## config.mk

```make
export PLATFORM = sky130hd
export DESIGN_NAME = mdu
export DESIGN_NICKNAME = d
export VERILOG_FILES = /design/src/rtl/mdu_pkg.sv /design/src/rtl/mdu_div.sv /design/src/rtl/mdu.sv
export SDC_FILE = /design/constraint.sdc
export NUM_CORES = 2
export LEC_CHECK = 0
export CORE_MARGIN = 1.5
export CORE_UTILIZATION = 55
export DETAILED_ROUTE_END_ITERATION = 10
export GPL_TIMING_DRIVEN = 0
export PLACE_DENSITY = 0.78
export SYNTH_ARGS = -nofsm -noshare
export SYNTH_HDL_FRONTEND = slang
export SYNTH_SLANG_ARGS = --single-unit
export TNS_END_PERCENT = 5
```

## constraint.sdc

```tcl
create_clock -name clk -period 3.55 [get_ports clk]
set_input_delay 0.355 -clock clk [delete_from_list [all_inputs] [get_ports clk]]
set_output_delay 0.355 -clock clk [all_outputs]
set_load 0.005 [all_outputs]
```

## src/rtl/mdu_pkg.sv

```systemverilog
// mdu_pkg: shared types and constants for the multiply/divide unit.
//   mdu_op_t    - operation encoding presented on mdu.func
//   mdu_state_t - control FSM state encoding
//   DIV_ITER    - number of restoring-divide iterations (one per cycle)
package mdu_pkg;

    typedef enum logic [2:0] {
        OP_NONE  = 3'b000,
        OP_MULT  = 3'b001,
        OP_MULTU = 3'b010,
        OP_DIV   = 3'b011,
        OP_DIVU  = 3'b100,
        OP_MTHI  = 3'b101,
        OP_MTLO  = 3'b110
    } mdu_op_t;

    typedef enum logic [1:0] {
        ST_IDLE = 2'b00,
        ST_MUL  = 2'b01,
        ST_DIV  = 2'b10,
        ST_FIN  = 2'b11
    } mdu_state_t;

    localparam int DIV_ITER = 32;

endpackage

```

## src/rtl/mdu_div.sv

```systemverilog
// mdu_div: serial restoring divider, one quotient bit per enabled cycle.
// Ports:
//   i_clk, i_rst_n      - clock, asynchronous active-low reset
//   i_load              - latch operand magnitudes/signs, clear counter
//   i_signed            - operands are two's complement (DIV) when high
//   i_srca, i_srcb      - dividend, divisor
//   i_step              - perform one restoring iteration this cycle
//   o_last              - the iteration taking place this cycle is the final one
//   o_quo, o_rem        - sign-corrected quotient and remainder
module mdu_div
    import mdu_pkg::*;
(
    input  logic        i_clk,
    input  logic        i_rst_n,
    input  logic        i_load,
    input  logic        i_signed,
    input  logic [31:0] i_srca,
    input  logic [31:0] i_srcb,
    input  logic        i_step,
    output logic        o_last,
    output logic [31:0] o_quo,
    output logic [31:0] o_rem
);

    localparam int CW = $clog2(DIV_ITER);

    logic [63:0]   r_sr;       // {remainder, quotient}
    logic [31:0]   r_divisor;
    logic [31:0]   r_srca_raw; // divide-by-zero returns the raw dividend in HI
    logic [CW-1:0] r_cnt;
    logic          r_qneg;
    logic          r_rneg;
    logic          r_dz;

    logic          w_sa;
    logic          w_sb;
    logic [31:0]   w_abs_a;
    logic [31:0]   w_abs_b;
    logic [32:0]   w_trial;

    assign w_sa    = i_signed & i_srca[31];
    assign w_sb    = i_signed & i_srcb[31];
    assign w_abs_a = w_sa ? (32'd0 - i_srca) : i_srca;
    assign w_abs_b = w_sb ? (32'd0 - i_srcb) : i_srcb;

    // Top 33 bits of the shifted register minus the divisor; bit 32 set means negative.
    assign w_trial = r_sr[63:31] - {1'b0, r_divisor};

    assign o_last = i_step && (r_cnt == CW'(DIV_ITER - 1));

    always_ff @(posedge i_clk or negedge i_rst_n) begin
        if (!i_rst_n) begin
            r_sr       <= '0;
            r_divisor  <= '0;
            r_srca_raw <= '0;
            r_cnt      <= '0;
            r_qneg     <= 1'b0;
            r_rneg     <= 1'b0;
            r_dz       <= 1'b0;
        end else if (i_load) begin
            r_sr       <= {32'd0, w_abs_a};
            r_divisor  <= w_abs_b;
            r_srca_raw <= i_srca;
            r_cnt      <= '0;
            r_qneg     <= w_sa ^ w_sb;
            r_rneg     <= w_sa;
            r_dz       <= (i_srcb == 32'd0);
        end else if (i_step) begin
            r_cnt <= r_cnt + 1'b1;
            if (!w_trial[32]) begin
                r_sr <= {w_trial[31:0], r_sr[30:0], 1'b1};
            end else begin
                r_sr <= {r_sr[62:0], 1'b0};
            end
        end
    end

    always_comb begin
        o_quo = r_qneg ? (32'd0 - r_sr[31:0])  : r_sr[31:0];
        o_rem = r_rneg ? (32'd0 - r_sr[63:32]) : r_sr[63:32];
        if (r_dz) begin
            o_quo = 32'hFFFF_FFFF;
            o_rem = r_srca_raw;
        end
    end

endmodule

```

## src/rtl/mdu.sv

```systemverilog
// mdu: EX-stage multiply/divide unit owning the HI/LO registers.
//   state | meaning
//   IDLE  | accept MULT/DIV/MTHI/MTLO requests
//   MUL   | product latched; write HI/LO at closing edge (done=1)
//   DIV   | restoring divider iterating, one bit per cycle
//   FIN   | divider finished; write HI/LO at closing edge (done=1)
// Ports:
//   clk, resetn       - clock, asynchronous active-low reset
//   start, func       - op request (sampled only while idle)
//   srca, srcb        - operands
//   flush             - cancels any op in flight, beats start
//   busy, done        - multi-cycle op in progress / HI-LO write pulse
//   hi, lo            - architectural HI/LO registers
module mdu
    import mdu_pkg::*;
(
    input  logic        clk,
    input  logic        resetn,
    input  logic        start,
    input  logic [2:0]  func,
    input  logic [31:0] srca,
    input  logic [31:0] srcb,
    input  logic        flush,
    output logic        busy,
    output logic        done,
    output logic [31:0] hi,
    output logic [31:0] lo
);

    mdu_state_t r_state;
    logic [63:0] r_prod;
    logic [31:0] r_hi;
    logic [31:0] r_lo;

    mdu_op_t     w_op;
    logic        w_accept;
    logic        w_signed;
    logic [63:0] w_a64;
    logic [63:0] w_b64;
    logic [63:0] w_prod;
    logic        w_div_load;
    logic        w_div_step;
    logic        w_div_last;
    logic [31:0] w_quo;
    logic [31:0] w_rem;

    assign w_op     = mdu_op_t'(func);
    assign w_accept = (r_state == ST_IDLE) && start && !flush;
    assign w_signed = (w_op == OP_MULT) || (w_op == OP_DIV);

    // Low 64 bits of a 64x64 multiply on extended operands equal the
    // signed or unsigned 32x32 product, depending on the extension.
    assign w_a64  = {{32{w_signed & srca[31]}}, srca};
    assign w_b64  = {{32{w_signed & srcb[31]}}, srcb};
    assign w_prod = w_a64 * w_b64;

    assign w_div_load = w_accept && ((w_op == OP_DIV) || (w_op == OP_DIVU));
    assign w_div_step = (r_state == ST_DIV) && !flush;

    mdu_div u_div (
        .i_clk    (clk),
        .i_rst_n  (resetn),
        .i_load   (w_div_load),
        .i_signed (w_signed),
        .i_srca   (srca),
        .i_srcb   (srcb),
        .i_step   (w_div_step),
        .o_last   (w_div_last),
        .o_quo    (w_quo),
        .o_rem    (w_rem)
    );

    always_ff @(posedge clk or negedge resetn) begin
        if (!resetn) begin
            r_state <= ST_IDLE;
            r_prod  <= '0;
            r_hi    <= '0;
            r_lo    <= '0;
        end else if (flush) begin
            r_state <= ST_IDLE;
        end else begin
            case (r_state)
                ST_IDLE: begin
                    if (start) begin
                        case (w_op)
                            OP_MTHI:  r_hi <= srca;
                            OP_MTLO:  r_lo <= srca;
                            OP_MULT, OP_MULTU: begin
                                r_prod  <= w_prod;
                                r_state <= ST_MUL;
                            end
                            OP_DIV, OP_DIVU: r_state <= ST_DIV;
                            default: ;
                        endcase
                    end
                end
                ST_MUL: begin
                    r_hi    <= r_prod[63:32];
                    r_lo    <= r_prod[31:0];
                    r_state <= ST_IDLE;
                end
                ST_DIV: begin
                    if (w_div_last) r_state <= ST_FIN;
                end
                default: begin
                    r_hi    <= w_rem;
                    r_lo    <= w_quo;
                    r_state <= ST_IDLE;
                end
            endcase
        end
    end

    assign busy = (r_state != ST_IDLE);
    assign done = ((r_state == ST_MUL) || (r_state == ST_FIN)) && !flush;
    assign hi   = r_hi;
    assign lo   = r_lo;

endmodule

```

## Yosys cells after proc, flatten, opt, wreduce, memory -nomap -nowiden

Index checks and enable logic that the tools add are counted.
Widths: inputs -> output; s select.

- Bits in registers: 266
- Output and inout port bits: 66

- Add/sub/neg operators: 6
- $mul: 1
- Eq/ne operators: 16
- Muxes and demuxes: 22
- Bitwise operators: 5
- Reductions and logical operators: 20

Operator list:

| operator | number |
|---|---|
| $mux 32 | 10 |
| $mux 64 | 3 |
| $pmux 32 s3 | 2 |
| $sub 1x32->32 const A | 4 |
| $mul 33x33->64 | 1 |
| $sub 33x32->33 | 1 |
| $logic_not 32->1 | 1 |
| $reduce_and 4->1 | 3 |
| $mux 5 | 2 |
| $eq 3x3->1 const B | 3 |
| $pmux 2 s2 | 2 |
| $eq 3x2->1 const B | 2 |
| $logic_and 1x1->1 | 6 |
| $mux 2 | 3 |
| $add 5x1->5 const B | 1 |
| $eq 5x5->1 const B | 1 |
| $eq 2x2->1 const B | 2 |
| $ne 2x1->1 const B | 2 |
| $ne 4x2->1 const B | 1 |
| $reduce_bool 2->1 | 2 |
| $reduce_or 2->1 | 2 |
| $eq 3x1->1 const B | 1 |
| $logic_or 1x1->1 | 3 |
| $ne 3x2->1 const B | 1 |
| 9 further kinds | 11 |

## Depth between registers and ports, before layout

- Depth after elaboration: 6
- Depth in mapped cells: 33

## By module

Synthesis repeated with hierarchy kept, for this count alone.

- Cell total of the unflattened synthesis: 6244
- Area total of the unflattened synthesis: 54392.2 um^2

Modules (own cells, without submodules):

| module | times used | cells an instance | area each (um^2) |
|---|---|---|---|
| mdu | 1 | 4936 | 43703.2 |
| mdu_div | 1 | 1308 | 10689.0 |

## Worst setup path after synthesis

Ideal clock, no wire load.

- Path kind: in2reg
- From: input port func[0]
- To: register r_prod[60]
- Library setup time: 69 ps
- Arrival: 8778 ps
- Required time: 3481 ps
- Setup slack: -5297 ps
- Stages: 29
- Path buffers: 4
- Cell sequence: nor2b_1 -> clkbuf_1 -> and2_1 -> clkbuf_1 -> clkbuf_1 -> clkbuf_1 -> nand2_1 -> inv_1 -> fa_1 -> fa_1 -> fa_1 -> inv_1 -> fa_1 -> inv_1 -> fa_1 -> fa_1 -> inv_1 -> fa_1 -> fa_1 -> inv_1 -> ha_1 -> or4_1 -> a21oi_1 -> or4_1 -> nand2_1 -> a221o_1 -> a21o_1 -> or4_1 -> nand3_1

- Word-level cells in the longest chain between the ends: 4
- Elaborated cells between the ends (all ways): 9

RTL lines:

| what | line | text |
|---|---|---|
| start: declaration | mdu.sv:20 | `input logic [2:0] func,` |
| $eq 3x1->1 or $eq 3x2->1 (tied branches) | mdu.sv:49, mdu.sv:85 |  |
| $logic_or 1x1->1 | mdu.sv:49 | `assign w_signed = (w_op == OP_MULT) \|\| (w_op == OP_DIV);` |
| $and 1x1->1, on equally long branches | mdu.sv:53, mdu.sv:54 |  |
| $mul 33x33->64 | mdu.sv:55 | `assign w_prod = w_a64 * w_b64;` |
| end signal: assignment | mdu.sv:89 | `r_prod <= w_prod;` |
| end: declaration | mdu.sv:31 | `logic [63:0] r_prod;` |

Several ways; a longest one is shown, not always the timed one.
A chain may end at the register's enable or synchronous reset.

## Final worst setup path

- From: input port func[0]
- To: register r_prod[57]

Same word-level chain as after synthesis.

==> results.md <==
- Post-Synth Adder-Cell Area: 47.7%
- Area of the multi-input gates: 0.0424 mm²
- Register bit count reported by yosys: 266
- Number of max-slew violations in the final report: 0
- Wire length of the first global-routing pass: 315000 µm
- Relative area change from synthesis to final layout: 15.4%
- Sequential element share of the synthesized area: 12.4%
- Tot GR Track Use: 44.1%
- Ratio of cells with drive above 1 in the final layout: 12.2%
- Final hold slack: 258 ps
- Number of placed I/O pins: 137
- Drt pass-1 iters: 11
- CP Capture Type: flip-flop
- Master of the slowest instance on the critical path: sky130_fd_sc_hd__fa_2
- Dominant combinational cell family by area after synthesis: adder cells
- Simple-gate portion of the synthesized area: 15.2%
- Storage cell area: 0.00666 mm²
- Worst hold endpoint: u_div.r_divisor[13]$_DFFE_PN0P_
- Number of warning messages in the yosys log: 0
- Mean routed wirelength per cell: 28.0 µm
- DP Wirelength: 171000 µm
- Max-Slew Margin vs Limit: 8.31%
- Final worst path period share: 214%
- Distinct cells, synth: 79
- Number of placement rows: 114
- H-tree depth reported by CTS: 1
- Critical-path maximum fanout: 7
- Final setup slack of the worst path: -4050 ps
- Path type of the worst min-delay path: input pin to flip-flop
- Number of antenna violations at the first check in global routing: 26
- Number of clock sinks: 266
- GR Overflow Total: 0
- Clock root cell: sky130_fd_sc_hd__clkbuf_16
- Cells on Worst Hold Path: 3
- Min Tclk post-route: 7600 ps
- Bufs on Longest Clock Path: 3
- Status: complete, but fails checks
- Clock-pin transition on the worst setup and hold timing paths: 70 ps
- Proportion of register bits with asynchronous set or reset after synthesis: 100%
- Least-Margin Pin Slew: 1360 ps
- Multiplexer fraction of the synthesized cell area: 0.716%
- Worst Path Buf+Inv: 10
- Synthesized-area fraction occupied by ao, oa, aoi and oai cells: 9.32%
- Number of nets produced by synthesis: 7616
- Cell type with the highest occurrence count on the critical path: sky130_fd_sc_hd__fa_1
- Endpoint of the worst-slack reg-to-reg timing path: lo[30]$_DFFE_PN0P_
- CTS tree: done
- Total setup violations reported at the end of the flow: 58
- Fill cell total of the finished layout: 7931
- Worst setup slack for register-to-register paths: 30 ps
- Instance count on the critical path: 30
- FF-to-FF Start: u_div.r_sr[6]$_DFFE_PN0P_
- Critical path arrival: 8010 ps
- Violated checks: design-rule violations, negative setup slack
- CTS Buf Count: 27
- Clock latency on the worst-skew pair: 570 ps
- Number of enable flip-flop cells after synthesis: 0
- Critical setup path kind: input pin to flip-flop
- Longest individual stage delay on the worst path: 650 ps
- Vias in the first global route: 47.9k
- Max Cap Violations: 0
- Final antenna-violating net count: 0
- Synthesized area per cell: 8.72 µm²
- Reg2reg path depth: 9
- Hold violation count in the final report: 0
- Placer's final routability congestion estimate: 1.06
- Ratio of routed vias to standard cells: 6.08
- Floorplan die area: 0.0997 mm²
- CP required: 3970 ps
- Critical Path Source Type: input pin
- Top flip-flop cell by instance count after synthesis: sky130_fd_sc_hd__dfrtp_1
- Worst clock skew: 16.6 ps
- Number of DRC markers after the initial detailed-route iteration: 5809
- Synthesized-area fraction occupied by xor and xnor cells: 3.27%
- Dominant delay contributor by cell family on the critical path: adder cells
- Starting Density: 55.6%
- Final net count: 7892
- Remaining DRCs: 63
- Y dimension of the die: 316 µm
- Core area: 0.0969 mm²
- Via total after detailed routing: 47.2k
- Launch instance of the worst min-delay path: srcb[13]
- Horizontal die dimension: 316 µm
- Pin count of the biggest net entering global routing: 95
- Post-Synthesis Cell Area: 0.0538 mm²
- Number of buffers added on ports: 103
- Maximum achievable frequency: 0.132 GHz
- Number of standard cells after synthesis: 6169
- Setup repair after global routing missed its margin: yes
- Drt total wl: 217000 µm
==> cells in the final DEF (no fill, tap or decap), drive strengths merged, types with 14 or more instances in the layout <==
cell type      Yosys  layout
dfrtp            266     266
xor2             107     107
nand2           1244    1244
and2             253     253
nand3             33      33
o31ai             36      36
a21o              85      85
ha               250     250
or3               16      16
diode              0      21
buf               63     264
and3              34      34
mux2i             34      34
o21ai            265     265
inv             1243    1240
o22ai             14      14
or4               25      25
fa              1126    1126
a31oi             28      28
a21oi            186     186
a221oi            34      34
clkbuf           325     323
nor3              26      26
o211ai            17      17
a211oi            27      27
nor2             136     136
nand2b            15      15
nand4             21      21
o21bai            24      24
xnor2             94      94
clkdlybuf4s50      0      69
==> cell families (layout without fill, tap and decap cells) <==
| kind of cell | after synthesis | after routing |
|---|---|---|
| and+or+nand+nor | 1853 | 1853 |
| buffers and inverters | 1633 | 1929 |
| adders and majority gates | 1376 | 1376 |
| AOI/OAI and AO/OA | 802 | 802 |
| DFF | 266 | 266 |
| xor gates and xnor gates | 201 | 201 |
| muxes | 38 | 38 |
| other | 0 | 21 |
==> cells in the mapped netlist, drive strengths merged (11+ instances only) <==
cell type     n  area, µm²
or3          16        110
and3         34        213
inv        1243       4670
or4          25        203
xnor2        94        823
ha          250       3130
nor2b        11       68.8
nor3         26        140
o211ai       17        128
nor2        136        510
a221oi       34        298
clkbuf      325       1220
nor4         12       90.1
fa         1126      22500
and2        253       1580
o31ai        36        289
nand2b       15        101
nand2      1244       4670
a21o         85        638
a211oi       27        203
o41ai        12        105
o21bai       24        180
a31oi        28        175
xor2        107        937
nand3        33        165
mux2i        34        340
o21ai       265       1330
o22ai        14       87.6
dfrtp       266       6660
a21oi       186        931
buf          63        248
nand4        21        131
==> area by class of cell <==
| type | instances | area share, % |
|---|---|---|
| buffer | 371 | 5.38 |
| multi-input combinational | 4270 | 68.2 |
| timing repair inverter | 1 | 0.00604 |
| antenna | 21 | 0.0846 |
| sequential | 266 | 10.7 |
| clock inverter | 14 | 0.397 |
| inverter | 1245 | 7.59 |
| timing repair buffer | 263 | 3.82 |
| tap | 1276 | 2.57 |
| clock buffer | 35 | 1.20 |
==> how the worst max path moves through the flow <==
stage               slack (ps)     start                              end
floorplan                -4370   func[0]           r_prod[60]$_DFFE_PN0P_
global placement         -9200    resetn  u_div.r_divisor[20]$_DFFE_PN0P_
detailed placement       -7220  srca[31]           r_prod[59]$_DFFE_PN0P_
CTS                      -3990   func[2]           r_prod[60]$_DFFE_PN0P_
global route             -4120   func[0]           r_prod[60]$_DFFE_PN0P_
finish                   -4050   func[0]           r_prod[57]$_DFFE_PN0P_
==> state kept, by name, indices dropped and copies added (netlist names), 2 cells and up <==
| register | flops |
|---|---|
| r_prod | 64 |
| u_div.r_sr | 64 |
| hi | 32 |
| lo | 32 |
| u_div.r_divisor | 32 |
| u_div.r_srca_raw | 32 |
| u_div.r_cnt | 5 |
| r_state | 2 |
==> metal layers <==
metal  vias up  GRT usage (%)  part of all wire [%]
li1      19275              -                     -
met1     23676           55.6                    35
met2      3396           64.2                    42
met3       807           15.6                    14
met4        26           29.2                   8.3
met5         -          0.331                 0.096
==> worst register-to-register path: cells and delay by family, from the launching register on <==
family / cells / cell delay (ps)
DFF: 1 / 470
AOI/OAI and AO/OA: 3 / 880
and+or+nand+nor: 5 / 2030
xor gates and xnor gates: 1 / 90
==> timing repair <==
action,4_1_cts,5_1_grt
gates cloned,3,1
endpoints found under the hold margin,84,0
hold buffers,1,0
setup endpoints to repair,98,96
setup buffers,138,18
gates resized for setup,932,219
pin swaps,151,101
==> per-stage QoR <==
step	instances	cell area (µm²)	setup WS (ps)	setup TNS, ps	util [%]
finish	7762	62100	-4050	-179550	64.1
global route	7745	62100	-4120	-186320	64.1
CTS	7725	61400	-3990	-192860	63.4
detailed placement	7552	56700	-7220	-368210	58.5
global placement	7548	56600	-9200	-2809820	58.4
floorplan	6169	53900	-4370	-191330	-
Power is left out: the tool's default activity adds up to more than one toggle a clock period on the data nets, which glitch-free logic cannot reach.
